[src/rtl/ps2_rx_if.sv]
// PS/2 receiver bus: raw PS/2 lines in, decoded scancode with valid/error pulses out.
interface ps2_rx_if;
    logic       ps2_clk_in;
    logic       ps2_data_in;
    logic [7:0] scancode_out;
    logic       valid_out;
    logic       error_out;

    modport slave  (input  ps2_clk_in, ps2_data_in,
                    output scancode_out, valid_out, error_out);
    modport master (output ps2_clk_in, ps2_data_in,
                    input  scancode_out, valid_out, error_out);
endinterface

[src/rtl/ps2_rx.sv]
// PS/2 device-to-host frame receiver (start, 8 data LSB first, odd parity, stop) with timeout.
// Optional PS/2 clock glitch filter enabled by defining PS2_RX_GLITCH_FILTER_EN.
module ps2_rx #(
    parameter int unsigned TIMEOUT_CYCLES = 20000,
    parameter int unsigned FILTER_LEN     = 8
) (
    input  logic      clk_in,
    input  logic      rst_n_in,
    ps2_rx_if.slave   bus
);
    localparam int unsigned TO_W   = $clog2(TIMEOUT_CYCLES + 1);
    localparam int unsigned BIT_W  = 3;
    localparam int unsigned DATA_W = 8;

    typedef enum logic [1:0] {S_IDLE, S_DATA, S_PARITY, S_STOP} state_t;

    state_t            r_state, w_state_nxt;
    logic [1:0]        r_clk_sync, r_data_sync;
    logic              r_clk_prev;
    logic [BIT_W-1:0]  r_bit_cnt, w_bit_cnt_nxt;
    logic [DATA_W-1:0] r_shift, w_shift_nxt;
    logic              r_parity, w_parity_nxt;
    logic [TO_W-1:0]   r_to_cnt, w_to_cnt_nxt;
    logic [DATA_W-1:0] r_scancode, w_scancode_nxt;
    logic              r_valid, w_valid_nxt;
    logic              r_error, w_error_nxt;
    logic              w_clk_filt;
    logic              w_fall;
    logic              w_data;

    // Two-flop synchronizers; reset to the idle-high line level.
    always_ff @(posedge clk_in or negedge rst_n_in) begin
        if (!rst_n_in) begin
            r_clk_sync  <= 2'b11;
            r_data_sync <= 2'b11;
        end else begin
            r_clk_sync  <= {r_clk_sync[0], bus.ps2_clk_in};
            r_data_sync <= {r_data_sync[0], bus.ps2_data_in};
        end
    end

`ifdef PS2_RX_GLITCH_FILTER_EN
    localparam int unsigned FLT_W = $clog2(FILTER_LEN + 1);
    logic [FLT_W-1:0] r_filt_cnt;
    logic             r_filt_clk;

    // Output follows the synchronized clock only after FILTER_LEN consecutive differing samples.
    always_ff @(posedge clk_in or negedge rst_n_in) begin
        if (!rst_n_in) begin
            r_filt_cnt <= '0;
            r_filt_clk <= 1'b1;
        end else if (r_clk_sync[1] == r_filt_clk) begin
            r_filt_cnt <= '0;
        end else if (r_filt_cnt == FLT_W'(FILTER_LEN - 1)) begin
            r_filt_cnt <= '0;
            r_filt_clk <= r_clk_sync[1];
        end else begin
            r_filt_cnt <= r_filt_cnt + FLT_W'(1);
        end
    end

    assign w_clk_filt = r_filt_clk;
`else
    assign w_clk_filt = r_clk_sync[1];
    // FILTER_LEN only shapes the glitch filter, which is absent in this build.
    if (FILTER_LEN == 0) begin : g_filter_len_unused
    end
`endif

    assign w_fall = r_clk_prev & ~w_clk_filt;
    assign w_data = r_data_sync[1];

    always_ff @(posedge clk_in or negedge rst_n_in) begin
        if (!rst_n_in) begin
            r_state    <= S_IDLE;
            r_clk_prev <= 1'b1;
            r_bit_cnt  <= '0;
            r_shift    <= '0;
            r_parity   <= 1'b0;
            r_to_cnt   <= '0;
            r_scancode <= '0;
            r_valid    <= 1'b0;
            r_error    <= 1'b0;
        end else begin
            r_state    <= w_state_nxt;
            r_clk_prev <= w_clk_filt;
            r_bit_cnt  <= w_bit_cnt_nxt;
            r_shift    <= w_shift_nxt;
            r_parity   <= w_parity_nxt;
            r_to_cnt   <= w_to_cnt_nxt;
            r_scancode <= w_scancode_nxt;
            r_valid    <= w_valid_nxt;
            r_error    <= w_error_nxt;
        end
    end

    // Frame FSM: advances on each synchronized PS/2 clock falling edge.
    always_comb begin
        w_state_nxt    = r_state;
        w_bit_cnt_nxt  = r_bit_cnt;
        w_shift_nxt    = r_shift;
        w_parity_nxt   = r_parity;
        w_scancode_nxt = r_scancode;
        w_valid_nxt    = 1'b0;
        w_error_nxt    = 1'b0;
        w_to_cnt_nxt   = r_to_cnt + TO_W'(1);

        if (w_fall || r_state == S_IDLE) begin
            w_to_cnt_nxt = '0;
        end

        case (r_state)
            S_IDLE: begin
                if (w_fall) begin
                    if (!w_data) begin
                        w_state_nxt   = S_DATA;
                        w_bit_cnt_nxt = '0;
                    end else begin
                        w_error_nxt = 1'b1;
                    end
                end
            end
            S_DATA: begin
                if (w_fall) begin
                    w_shift_nxt   = {w_data, r_shift[DATA_W-1:1]};
                    w_bit_cnt_nxt = r_bit_cnt + BIT_W'(1);
                    if (r_bit_cnt == BIT_W'(DATA_W - 1)) begin
                        w_state_nxt = S_PARITY;
                    end
                end
            end
            S_PARITY: begin
                if (w_fall) begin
                    w_parity_nxt = w_data;
                    w_state_nxt  = S_STOP;
                end
            end
            S_STOP: begin
                if (w_fall) begin
                    w_state_nxt = S_IDLE;
                    if (w_data && ((^r_shift) ^ r_parity)) begin
                        w_valid_nxt    = 1'b1;
                        w_scancode_nxt = r_shift;
                    end else begin
                        w_error_nxt = 1'b1;
                    end
                end
            end
            default: w_state_nxt = S_IDLE;
        endcase

        // Stalled partial frame: abandon it.
        if (!w_fall && r_state != S_IDLE && r_to_cnt == TO_W'(TIMEOUT_CYCLES - 1)) begin
            w_state_nxt    = S_IDLE;
            w_error_nxt    = 1'b1;
            w_valid_nxt    = 1'b0;
            w_scancode_nxt = r_scancode;
        end
    end

    assign bus.scancode_out = r_scancode;
    assign bus.valid_out    = r_valid;
    assign bus.error_out    = r_error;
endmodule

[src/flat_wrapper.sv]
// flat-port wrapper written by rule: the top's interface ports become plain ports
module ps2_rx_flat 
#(
    parameter int unsigned TIMEOUT_CYCLES = 20000,
    parameter int unsigned FILTER_LEN     = 8
)
  (clk_in, rst_n_in, bus_ps2_clk_in, bus_ps2_data_in, bus_scancode_out, bus_valid_out, bus_error_out);
  ps2_rx_if bus_i ();
  input  logic clk_in;
  input  logic rst_n_in;
  input wire logic [$bits(bus_i.ps2_clk_in)-1:0] bus_ps2_clk_in;
  input wire logic [$bits(bus_i.ps2_data_in)-1:0] bus_ps2_data_in;
  output wire logic [$bits(bus_i.scancode_out)-1:0] bus_scancode_out;
  output wire logic [$bits(bus_i.valid_out)-1:0] bus_valid_out;
  output wire logic [$bits(bus_i.error_out)-1:0] bus_error_out;
  assign bus_i.ps2_clk_in = bus_ps2_clk_in;
  assign bus_i.ps2_data_in = bus_ps2_data_in;
  assign bus_scancode_out = bus_i.scancode_out;
  assign bus_valid_out = bus_i.valid_out;
  assign bus_error_out = bus_i.error_out;
  ps2_rx #(.TIMEOUT_CYCLES(TIMEOUT_CYCLES), .FILTER_LEN(FILTER_LEN)) u_core (.clk_in(clk_in), .rst_n_in(rst_n_in), .bus(bus_i));
endmodule
[config.mk]
export PLATFORM = sky130hd
export DESIGN_NAME = ps2_rx_flat
export DESIGN_NICKNAME = d
export VERILOG_FILES = /design/src/rtl/ps2_rx_if.sv /design/src/rtl/ps2_rx.sv /design/src/flat_wrapper.sv
export SDC_FILE = /design/constraint.sdc
export NUM_CORES = 1
export LEC_CHECK = 0
export CORE_MARGIN = 2
export CORE_UTILIZATION = 45
export CTS_BUF_LIST = sky130_fd_sc_hd__clkbuf_16
export DETAILED_ROUTE_END_ITERATION = 12
export GPL_ROUTABILITY_DRIVEN = 1
export PLACE_DENSITY = 0.69
export SYNTH_ARGS = -nofsm -noshare
export SYNTH_HDL_FRONTEND = slang
export SYNTH_SLANG_ARGS = --single-unit
[constraint.sdc]
create_clock -name clk_in -period 1.8 [get_ports clk_in]
set_input_delay 0.36 -clock clk_in [delete_from_list [all_inputs] [get_ports clk_in]]
set_output_delay 0.36 -clock clk_in [all_outputs]
set_load 0.01 [all_outputs]
==> impl_metrics.toml <==
[timing]
rsz0062_at_grt = "true"
post-route-min-period_ns = 1.81
slew_headroom_pct = 71.7
fmax_ghz = 0.551
fin_crit_sh_pct = 101
tightest_slew_ns = 0.424
setup_viol = 7
fin_ws_ns = -0.0147
slew_violations = 0
hold_viol = 0
skew_ns = 0.00340

[placement]
port_buffers = 13
place.gp.congestion = 0.757
preCtsSetupSlack_ns = -0.0280
dp_hpwl_um = 2570

[run_status]
violations = "negative setup slack"
status = "finished with violations"

[setup_path]
cp-start-kind = "register"
worstPathRequired_ns = 1.96
crit_buf_inv = 1
crit_slowest_cell = "xnor3_2"
max_stage_delay_ns = 0.48
cp.arrival_ns = 1.98
endpoint_kind = "register"
path_delay_family = "XOR/XNOR gates"
worst-path-max-fanout = 9
path_class = "register to register"
r2r_cells = 5
crit_chain = "xnor2_1 > xnor3_2 > mux2i_4 > buf_12 > mux2_2"
path_depth = 5

[clock_network]
cts_buffers = 5
cts_max_level = 2
cts_sinks = 44
clk_pin_slew_ns = 0.06
cts_tree = "done"
clock_latency_ns = 0.28
clockRootBuffer = "clkbuf_16"
cts_max_path_buffers = 2
cts_hold_buffers = 0

[drt]
wl_per_cell_um = 14.2
vias = 1305
wl_um = 3550
vias_per_cell = 5.24
drt_iter0_drc = 42
drc = 0
first_pass_iters = 4
ant_nets = 0

[power]
power.density_nw_per_um2 = 1460
peakVddDrop_uv = 773
power.leakage_nw = 1.14
power.total_mw = 3.67

[synth]
syn-num-nets = 177
synth_cell_types = 36
synthTopCellsByArea = "dfrtp_1 (48%), mux2_2 (10%), dfstp_2 (6.5%), ha_1 (4.3%), xor2_1 (3.5%)"
synth_top_area_share_pct = 48.2
yosysWarnings = 0
ys_seq_area_share_pct = 54.7
yosysMostFrequentCell = "dfrtp_1"
yosys.area.top_type = "dfrtp_1"
syn_inst = 166
syn_avg_cell_area_um2 = 12.2
synth_commonest_cells = "dfrtp_1 (39), mux2_2 (18), nor2_1 (14)"
syn_area_um2 = 2020
synth_seq_cells = 44
synth_flop_cell = "dfrtp_1"
async_reset_ff_share_pct = 100
synth_edf_count = 0

[worst_hold_path]
hp-class = "input port to asynchronous set/reset pin"

[finish]
syn2layout_area_growth_pct = 24.1
diodes = 0
fin_util_pct = 57.6
drive_gt1_share_pct = 26.9
finalNetCount = 207
nFillCells = 346

[floorplan]
num_rows = 24
core_um2 = 4350
num_io_pins = 14
dieWidth_um = 71.1
dieArea_um2 = 5050
die_h_um = 71.1
start_util_pct = 46.5

[flow_run]
max-cap-violations = 0

[grt]
grt_pass1_vias = 1377
grt-ovfl-total = 0
grt_pass1_wl_um = 6350
grt_max_degree = 28
antenna_found_initial = 0
grt_use_total_pct = 16.1
-- logic make-up (layout without fill, tap and decap cells) --
kind of cell | count (synthesis) | in the layout | share of synthesized area [%]
and+or+nand+nor | 53 | 53 | 14.2
DFF | 44 | 44 | 54.7
adders and majority gates | 7 | 7 | 4.33
muxes | 19 | 19 | 11.1
AOI/OAI and AO/OA | 19 | 19 | 5.75
xor gates and xnor gates | 16 | 16 | 8.35
buffers and inverters | 8 | 39 | 1.48
-- layout make-up --
class | count | area (um2) | area share (%)
Clock buffer | 5 | 125 | 4.99
Clock inverter | 3 | 37.5 | 1.50
Inverter | 5 | 18.8 | 0.748
Multi-Input combinational cell | 114 | 908 | 36.2
Sequential cell | 44 | 1110 | 44.1
Tap cell | 52 | 65.1 | 2.59
Timing Repair Buffer | 26 | 248 | 9.87
-- cells in the final DEF, fill, tap and decap left out, drive strengths merged --
master and n:
dfrtp 39, mux2 18, nor2 14, buf 14, clkdlybuf4s50 12, nand2 9
a21oi 8, xor2 8, ha 7, xnor2 6, nand3 5, inv 5
clkbuf 5, dfstp 5, o21ai 4, and2 3, or4 3, nand4 3
and4 3, nor3 3, o31ai 2, or3 2, a22o 2, clkinv 2
or2 2, xnor3 2, nor2b 1, or4bb 1, nor4 1, a2bb2oi 1
nand4b 1, mux2i 1, o211ai 1, and3 1, a21boi 1, or3b 1
bufinv 1
-- report_power, final --
group / total (mW) / switching [mW] / leakage [nW] / internal, mW
combinational: 1.35 / 0.560 / 0.483 / 0.787
sequential: 1.34 / 0.146 / 0.580 / 1.19
clock: 0.990 / 0.346 / 0.0789 / 0.644
-- layer usage --
layer | share of wire [%] | GRT usage [%] | wire length (um)
met4 | 1.2 | 4.82 | 41
met1 | 45 | 20.3 | 1590
met3 | 2.7 | 3.85 | 95
met2 | 51 | 27.5 | 1820
met5 | 0 | 0 | 0
-- flip-flops by register name, summed over array words and instances, names as in the netlist --
signal	count
u_core.r_to_cnt	15
u_core.bus.scancode_out	8
u_core.r_shift	8
u_core.r_bit_cnt	3
u_core.r_clk_sync	2
u_core.r_data_sync	2
u_core.r_state	2
u_core.bus.error_out	1
u_core.bus.valid_out	1
u_core.r_clk_prev	1
u_core.r_parity	1
-- final timing paths --
| check | to | slack (ns) | from |
|---|---|---|---|
| worst max-delay path | u_core.bus.scancode_out[5] | -0.01 | u_core.r_shift[4] |
| worst min-delay path | u_core.bus.scancode_out[3] | 0.01 | rst_n_in |
| worst max register to register | u_core.bus.scancode_out[5] | -0.01 | u_core.r_shift[4] |
| worst min register to register | u_core.r_data_sync[1] | 0.36 | u_core.r_data_sync[0] |
| max in group asynchronous | u_core.r_clk_prev | 1.23 | rst_n_in |
| min in group clk_in | u_core.r_data_sync[1] | 0.36 | u_core.r_data_sync[0] |
-- repair_timing --
action,4_1_cts,5_1_grt
pin swaps,2,0
buffers inserted,1,0
resized for setup,1,5
gates cloned,0,0
setup endpoints to repair,8,19
-- through the flow --
step / cells / hold WS, ns / setup TNS [ns] / instance area [um2]
after floorplan: 166 / 0.0644 / 0 / 2020
after global placement: 240 / 0.315 / 0 / 2320
after detailed placement: 240 / 0.326 / -0.165 / 2320
after CTS: 249 / 0.0320 / -0.137 / 2490
after global routing: 249 / 0.0441 / -0.726 / 2510
final: 249 / 0.0122 / -0.0766 / 2510
Note: power is estimated with default switching activity, not from simulation.
